`src/rtl/mem_port_arbiter_if.sv`:
```
// Requester/RAM bundle shared by the fetch path, the load/store path and the RAM.
// The slave modport is the arbiter's view; the master modport is the requesters' and RAM's view.
interface mem_port_arbiter_if #(
  parameter int ADDR_W = 11,
  parameter int DATA_W = 32
);
  logic              if_req;
  logic [ADDR_W-1:0] if_addr;
  logic [DATA_W-1:0] if_rdata;
  logic              if_ack;
  logic              ls_req;
  logic              ls_we;
  logic [ADDR_W-1:0] ls_addr;
  logic [DATA_W-1:0] ls_wdata;
  logic [DATA_W-1:0] ls_rdata;
  logic              ls_ack;
  logic [ADDR_W-1:0] ram_addr;
  logic [DATA_W-1:0] ram_wdata;
  logic              ram_w_en;
  logic [DATA_W-1:0] ram_rdata;

  modport slave (
    input  if_req, if_addr, ls_req, ls_we, ls_addr, ls_wdata, ram_rdata,
    output if_rdata, if_ack, ls_rdata, ls_ack, ram_addr, ram_wdata, ram_w_en
  );

  modport master (
    output if_req, if_addr, ls_req, ls_we, ls_addr, ls_wdata, ram_rdata,
    input  if_rdata, if_ack, ls_rdata, ls_ack, ram_addr, ram_wdata, ram_w_en
  );
endinterface

```
`src/rtl/mem_port_arbiter.sv`:
```
// Round-robin arbiter serialising instruction-fetch and load/store accesses
// onto one single-port RAM with a req/ack handshake and fixed read latency.
module mem_port_arbiter #(
  parameter int ADDR_W = 11,
  parameter int DATA_W = 32,
  parameter int RD_LAT = 1
) (
  input  logic                clk,
  input  logic                rst_n,
  mem_port_arbiter_if.slave   bus,
  output logic                busy
);

  typedef enum logic [1:0] {
    S_IDLE   = 2'd0,
    S_ACCESS = 2'd1,
    S_WAIT   = 2'd2,
    S_DONE   = 2'd3
  } state_t;

  localparam logic       GNT_IF   = 1'b0;
  localparam logic       GNT_LS   = 1'b1;
  localparam logic [2:0] LAST_CNT = 3'(RD_LAT - 1);

  state_t            r_state;
  state_t            w_next;
  logic              r_grant;
  logic              r_last_grant;
  logic              r_we;
  logic [2:0]        r_cnt;
  logic [ADDR_W-1:0] r_ram_addr;
  logic [DATA_W-1:0] r_ram_wdata;
  logic [DATA_W-1:0] r_if_rdata;
  logic [DATA_W-1:0] r_ls_rdata;

  logic w_any_req;
  logic w_pick_ls;
  logic w_rd_last;
  logic w_ram_w_en;
  logic w_if_ack;
  logic w_ls_ack;
  logic w_busy;

  assign w_any_req = bus.if_req | bus.ls_req;
  // On a tie the side that did not win last time gets the grant.
  assign w_pick_ls = bus.ls_req & (~bus.if_req | (r_last_grant == GNT_IF));
  assign w_rd_last = (r_cnt == LAST_CNT);

  always_comb begin
    w_next     = r_state;
    w_ram_w_en = 1'b0;
    w_if_ack   = 1'b0;
    w_ls_ack   = 1'b0;
    w_busy     = 1'b1;
    case (r_state)
      S_IDLE: begin
        w_busy = 1'b0;
        if (w_any_req) w_next = S_ACCESS;
      end
      S_ACCESS: begin
        w_ram_w_en = r_we;
        w_next     = r_we ? S_DONE : S_WAIT;
      end
      S_WAIT: begin
        if (w_rd_last) w_next = S_DONE;
      end
      S_DONE: begin
        w_if_ack = (r_grant == GNT_IF);
        w_ls_ack = (r_grant == GNT_LS);
        w_next   = S_IDLE;
      end
      default: begin
        w_busy = 1'b0;
        w_next = S_IDLE;
      end
    endcase
  end

  always_ff @(posedge clk or negedge rst_n) begin
    if (!rst_n) r_state <= S_IDLE;
    else        r_state <= w_next;
  end

  always_ff @(posedge clk or negedge rst_n) begin
    if (!rst_n) begin
      r_grant      <= GNT_IF;
      r_last_grant <= GNT_LS;
      r_we         <= 1'b0;
      r_cnt        <= '0;
      r_ram_addr   <= '0;
      r_ram_wdata  <= '0;
      r_if_rdata   <= '0;
      r_ls_rdata   <= '0;
    end else begin
      case (r_state)
        S_IDLE: begin
          if (w_any_req) begin
            r_grant      <= w_pick_ls;
            r_last_grant <= w_pick_ls;
            r_we         <= w_pick_ls & bus.ls_we;
            r_ram_addr   <= w_pick_ls ? bus.ls_addr : bus.if_addr;
            if (w_pick_ls) r_ram_wdata <= bus.ls_wdata;
          end
        end
        S_ACCESS: r_cnt <= '0;
        S_WAIT: begin
          r_cnt <= r_cnt + 3'd1;
          if (w_rd_last) begin
            if (r_grant == GNT_LS) r_ls_rdata <= bus.ram_rdata;
            else                   r_if_rdata <= bus.ram_rdata;
          end
        end
        default: ;
      endcase
    end
  end

  assign bus.ram_addr  = r_ram_addr;
  assign bus.ram_wdata = r_ram_wdata;
  assign bus.ram_w_en  = w_ram_w_en;
  assign bus.if_rdata  = r_if_rdata;
  assign bus.ls_rdata  = r_ls_rdata;
  assign bus.if_ack    = w_if_ack;
  assign bus.ls_ack    = w_ls_ack;
  assign busy          = w_busy;

endmodule

```
`src/flat_wrapper.sv`:
```
// flat-port wrapper written by rule: the top's interface ports become plain ports
module mem_port_arbiter_flat 
#(
  parameter int ADDR_W = 11,
  parameter int DATA_W = 32,
  parameter int RD_LAT = 1
)
  (clk, rst_n, busy, bus_if_req, bus_if_addr, bus_ls_req, bus_ls_we, bus_ls_addr, bus_ls_wdata, bus_ram_rdata, bus_if_rdata, bus_if_ack, bus_ls_rdata, bus_ls_ack, bus_ram_addr, bus_ram_wdata, bus_ram_w_en);
  mem_port_arbiter_if #(.ADDR_W(ADDR_W), .DATA_W(DATA_W)) bus_i ();
  input  logic clk;
  input  logic rst_n;
  output logic busy;
  input wire logic [$bits(bus_i.if_req)-1:0] bus_if_req;
  input wire logic [$bits(bus_i.if_addr)-1:0] bus_if_addr;
  input wire logic [$bits(bus_i.ls_req)-1:0] bus_ls_req;
  input wire logic [$bits(bus_i.ls_we)-1:0] bus_ls_we;
  input wire logic [$bits(bus_i.ls_addr)-1:0] bus_ls_addr;
  input wire logic [$bits(bus_i.ls_wdata)-1:0] bus_ls_wdata;
  input wire logic [$bits(bus_i.ram_rdata)-1:0] bus_ram_rdata;
  output wire logic [$bits(bus_i.if_rdata)-1:0] bus_if_rdata;
  output wire logic [$bits(bus_i.if_ack)-1:0] bus_if_ack;
  output wire logic [$bits(bus_i.ls_rdata)-1:0] bus_ls_rdata;
  output wire logic [$bits(bus_i.ls_ack)-1:0] bus_ls_ack;
  output wire logic [$bits(bus_i.ram_addr)-1:0] bus_ram_addr;
  output wire logic [$bits(bus_i.ram_wdata)-1:0] bus_ram_wdata;
  output wire logic [$bits(bus_i.ram_w_en)-1:0] bus_ram_w_en;
  assign bus_i.if_req = bus_if_req;
  assign bus_i.if_addr = bus_if_addr;
  assign bus_i.ls_req = bus_ls_req;
  assign bus_i.ls_we = bus_ls_we;
  assign bus_i.ls_addr = bus_ls_addr;
  assign bus_i.ls_wdata = bus_ls_wdata;
  assign bus_i.ram_rdata = bus_ram_rdata;
  assign bus_if_rdata = bus_i.if_rdata;
  assign bus_if_ack = bus_i.if_ack;
  assign bus_ls_rdata = bus_i.ls_rdata;
  assign bus_ls_ack = bus_i.ls_ack;
  assign bus_ram_addr = bus_i.ram_addr;
  assign bus_ram_wdata = bus_i.ram_wdata;
  assign bus_ram_w_en = bus_i.ram_w_en;
  mem_port_arbiter #(.ADDR_W(ADDR_W), .DATA_W(DATA_W), .RD_LAT(RD_LAT)) u_core (.clk(clk), .rst_n(rst_n), .bus(bus_i), .busy(busy));
endmodule
```
`config.mk`:
```
export PLATFORM = sky130hd
export DESIGN_NAME = mem_port_arbiter_flat
export DESIGN_NICKNAME = d
export VERILOG_FILES = /design/src/rtl/mem_port_arbiter_if.sv /design/src/rtl/mem_port_arbiter.sv /design/src/flat_wrapper.sv
export SDC_FILE = /design/constraint.sdc
export NUM_CORES = 1
export LEC_CHECK = 0
export CORE_ASPECT_RATIO = 1.75
export CORE_UTILIZATION = 30
export DETAILED_ROUTE_END_ITERATION = 8
export GPL_TIMING_DRIVEN = 0
export RECOVER_POWER = 25
export SLEW_MARGIN = 20
export SYNTH_ARGS = -nofsm -noshare
export SYNTH_HDL_FRONTEND = slang
export SYNTH_SLANG_ARGS = --single-unit
export TNS_END_PERCENT = 5
```
`constraint.sdc`:
```
create_clock -name clk -period 1.9 [get_ports clk]
set_clock_uncertainty 0.05 [all_clocks]
set_input_delay 0.38 -clock clk [delete_from_list [all_inputs] [get_ports clk]]
set_output_delay 0.38 -clock clk [all_outputs]
set_load 0.02 [all_outputs]
```
# Word level (Yosys, flattened, before mapping)
# Index checks and enable logic that the tools add are counted.
# W data, S select, Z words.
# op_classes
addsub	1
magnitude_cmp	0
n_eq_ne	5
div	0
muxes	10
bitwise_logic	7
n_shift	0
multipliers	0
reduce_logical	8
# ops
op	n
$mux W11	1
$reduce_and A3 Y1	3
$pmux W2 S4	1
$pmux W3 S2	1
$mux W1	5
$eq A2 B2 Y1 const B	2
$mux W2	2
$ne A2 B1 Y1 const B	2
$reduce_and A2 Y1	2
$add A3 B1 Y3 const B	1
$logic_not A3 Y1	1
$not A1 Y1	3
$and A1 B1 Y1	2
$eq A2 B1 Y1 const B	1
$logic_not A2 Y1	1
$or A1 B1 Y1	2
$reduce_bool A2 Y1	1
# totals
output_inout_bits	111
romBits	0
ram_bits	0
latch_bits	0
n_memories	0
inputBits	91
register_bits	115

# Depth between registers and ports, before layout
# depth
ltp_word	4
ltp_mapped	7
depth_no_buf	5

# Worst setup path before layout
# Ideal clock, no wire load.
# synth_path
path_type	reg2reg
startpoint	register u_core.r_state[0]
endpoint	register u_core.r_ram_wdata[0] (netlist: u_core.bus.ram_wdata[0])
synth_period_minus_slack_ps	1814
slack_ps	86
t_arrival_ps	1638
required_time_ps	1725
stages_incl_launch_ff	8
path_buffers	2
cell_sequence	dfrtp_1 -> inv_1 -> ha_1 -> inv_1 -> or2_1 -> buf_6 -> buf_6 -> mux2_4
# synth_between
elab_chain_cells	2
# synth_rtl
item	line	text
start, declared	mem_port_arbiter.sv:25	state_t r_state;
start signal, assigned	mem_port_arbiter.sv:81	else r_state <= w_next;
$logic_not A2 Y1	mem_port_arbiter.sv:95	case (r_state)
$reduce_and A3 Y1 (no line)	n/a	
end signal, assigned	mem_port_arbiter.sv:102	if (w_pick_ls) r_ram_wdata <= bus.ls_wdata;
end, declared	mem_port_arbiter.sv:32	logic [DATA_W-1:0] r_ram_wdata;
# Every way passes these cells.
# A chain may end at the register's enable or synchronous reset.

# Worst setup path after layout
# layout_path
startpoint	register u_core.r_state[0]
endpoint	output bus_ram_w_en
# layout_between
elab_chain_cells	2
# layout_rtl
item	line	text
$eq A2 B1 Y1	mem_port_arbiter.sv:55	case (r_state)
$mux W1	mem_port_arbiter.sv:55	
end, declared	flat_wrapper.sv:26	output wire logic [$bits(bus_i.ram_w_en)-1:0] bus_ram_w_en;
# Every way passes these cells.

==> results.ini <==
[run_status]
status = complete, no violations

[synth]
yosysTopAreaCell = dfrtp_1
synth_compound_area_share_pct = 2.66
synth-seq-area-share_pct = 61.9
synth-async-reset-ratio_pct = 100
synth-xor-area-share_pct = 0
ys_warn_count = 0
synth_cells = 300
synth_flop_cell = dfrtp_1
synth.most_common_cell = dfrtp_1
synth-seq-cells = 115
synth_nets = 398
synth_commonest_cells = dfrtp_1 (114), mux2_2 (70), mux2_4 (27)
synth_area_per_cell_um2 = 15.5
synth.top_cell.area_share_pct = 61.4
synth_edf_count = 0
synth_top_family_by_area = multiplexers
muxShareOfSynthArea_pct = 28.0
synth-simple-area-share_pct = 3.01
netlist_area_um2 = 4650
synth_area_leaders = dfrtp_1 (61%), mux2_2 (17%), mux2_4 (8.7%)
synthAdderAreaFrac_pct = 1.88
ys_types = 28

[critical_path]
critPathKind = reg2out
ff2ff_path_depth = 6
startpoint_type = flop
rrSetupSlack_ns = 0.04
crit_fanout = 4
r2r-start = u_core.r_state[0]
cp.arrival_ns = 1.45
r2r-end = u_core.bus.if_rdata[20]
cp-end-kind = output port
required_ns = 1.47

[hold_path]
hold_path.class = reg2reg
hp-start = u_core.r_last_grant
min_path_cells = 2
hold_end = u_core.r_last_grant

[routing]
avgRoutedWirePerCell_um = 15.7
viasPerCell = 4.52
drt_iter0_drc = 63
routed_wl_mm = 11.3
drc = 0
final_antenna_net_count = 0
vias = 3267
dr.pass1.iters = 4

[sta]
maxSlewViolCount = 0
fmax_mhz = 531
holdWs_ns = 0.419
setup_violations = 0
finalHoldViolations = 0
max_slew_margin_pct = 48.7
final.period_utilization_pct = 99.2
post-route-min-period_ns = 1.88
fin_ws_ns = 0.0158
rsz0062_at_grt = true
worst_pin_slew_ns = 0.770

[placement]
portBuffers = 201
place_ws_ns = -0.367
gp_congestion = 0.707
place_area_um2 = 6920
place_hpwl_mm = 8.23

[power_and_ir_drop]
powerDensity_nw_per_um2 = 1980
vdd_drop_max_mv = 0.820
leakagePower_uw = 0.00337
power_uw = 15200

[global_routing]
grt_first_pass_wirelength_mm = 17.9
grt_pass1_vias = 3653
grt_max_degree = 62
track_usage_pct = 14.9
antenna_found_initial = 0
grt-ovfl-total = 0

[finish]
final_area_um2 = 7680
layout-drive-gt1-share_pct = 28.9
synthToLayoutAreaGrowth_pct = 65.3
insertedDiodeCount = 0
layout.nets = 624

[clocking]
path_clk_slew_ns = 0.06
cts_tree = built
h-tree-depth = 4
clock-sinks = 115
cts_buffers = 17
cts_root_buf = clkbuf_16
clock_latency_ns = 0.40
clock_path_buffers = 2

[die]
design.die.area_um2 = 16000
num_rows = 59
io_pins = 202
die_h_um = 167
die_w_um = 96.1
initial_utilization_pct = 31.0
core_um2 = 15000

[run]
max_cap_viol_count = 0

==> how the worst max path moves through the flow <==
stage | end | startpoint
floorplan | u_core.bus.ram_wdata[0] | u_core.r_state[0]
global placement | u_core.bus.ram_wdata[10] | rst_n
detailed placement | u_core.bus.if_rdata[7] | u_core.r_state[0]
CTS | u_core.bus.if_rdata[18] | u_core.r_state[0]
global route | u_core.bus.if_rdata[20] | u_core.r_state[0]
finish | bus_ram_w_en | u_core.r_state[0]
==> area by class of cell <==
cell class	instances	area, µm²
clock inverters	12	251
fillers	1301	7300
plain buffers	12	103
repair buffers	208	2060
well taps	183	229
flip-flops and latches	115	2880
multi-input cells	165	1680
clock buffers	20	457
inverters	7	26.3
==> logic make-up (layout without fill, tap and decap cells) <==
logic type               after synthesis  in the layout
flip-flops                           115            115
multiplexers                         108            108
AND/OR/NAND/NOR                       29             29
AO/OA/AOI/OAI                         21             21
buffers and inverters                 20            259
adder cells (fa/ha/maj)                7              7
==> worst max-delay path, cell delays in order, from the launching register on <==
cell and delay [ns]:
dfrtp_1 0.42, buf_4 0.15, ha_1 0.18, and2_1 0.14
buf_2 0.16
==> cell usage in the layout, fill, tap and decap left out, types with 2 or more instances in the layout <==
cell / n
buf_4: 8
and2_1: 2
mux2_2: 70
clkdlybuf4s15_2: 2
mux2i_1: 11
bufinv_16: 7
nand2_1: 16
o21ai_0: 15
clkinv_4: 3
clkbuf_1: 3
clkbuf_8: 2
ha_1: 5
nand3_1: 2
dfrtp_1: 113
nor2_1: 2
clkdlybuf4s50_1: 196
buf_2: 3
clkinvlp_4: 2
inv_1: 6
buf_6: 7
clkbuf_16: 17
mux2_4: 27
==> layer usage <==
layer  wire (µm)  vias up  GRT usage (%)
li1            -     1502              -
met1        4180     1602           15.7
met2        5880      148           25.3
met3        1010       15           5.75
met4         247        0           7.01
met5           0        -              0
==> registers in the layout, summed over array words and instances, names as in the netlist <==
register / cells
u_core.r_cnt: 3
u_core.r_last_grant: 1
u_core.bus.ls_rdata: 32
u_core.bus.if_rdata: 32
u_core.r_we: 1
u_core.bus.ram_wdata: 32
u_core.r_state: 2
u_core.bus.ram_addr: 11
u_core.r_grant: 1
==> stage by stage <==
step                      setup TNS (ns)  utilization [%]  cells
after detailed placement          -19.29             46.2    685
after floorplan                        0                -    300
after global routing               -3.31             51.3    722
final                                  0             51.3    722
after global placement           -479.59             46.0    684
after CTS                         -0.533             51.2    721
==> timing repair <==
| action | in CTS | in global routing |
|---|---|---|
| resized for setup | 23 | 5 |
| buffers inserted | 3 | 2 |
| gates cloned | 0 | 0 |
| endpoints found under the hold margin | 53 | 0 |
| pin swaps | 1 | 0 |
| endpoints found under the setup margin | 64 | 99 |
| hold buffers | 1 | 0 |
==> report_power, final <==
part           internal [µW]  switching, µW  total, µW
combinational           3850           3150       7000
sequential              3720            664       4380
clock                   2670           1140       3810
Note: power is estimated with default switching activity, not from simulation.
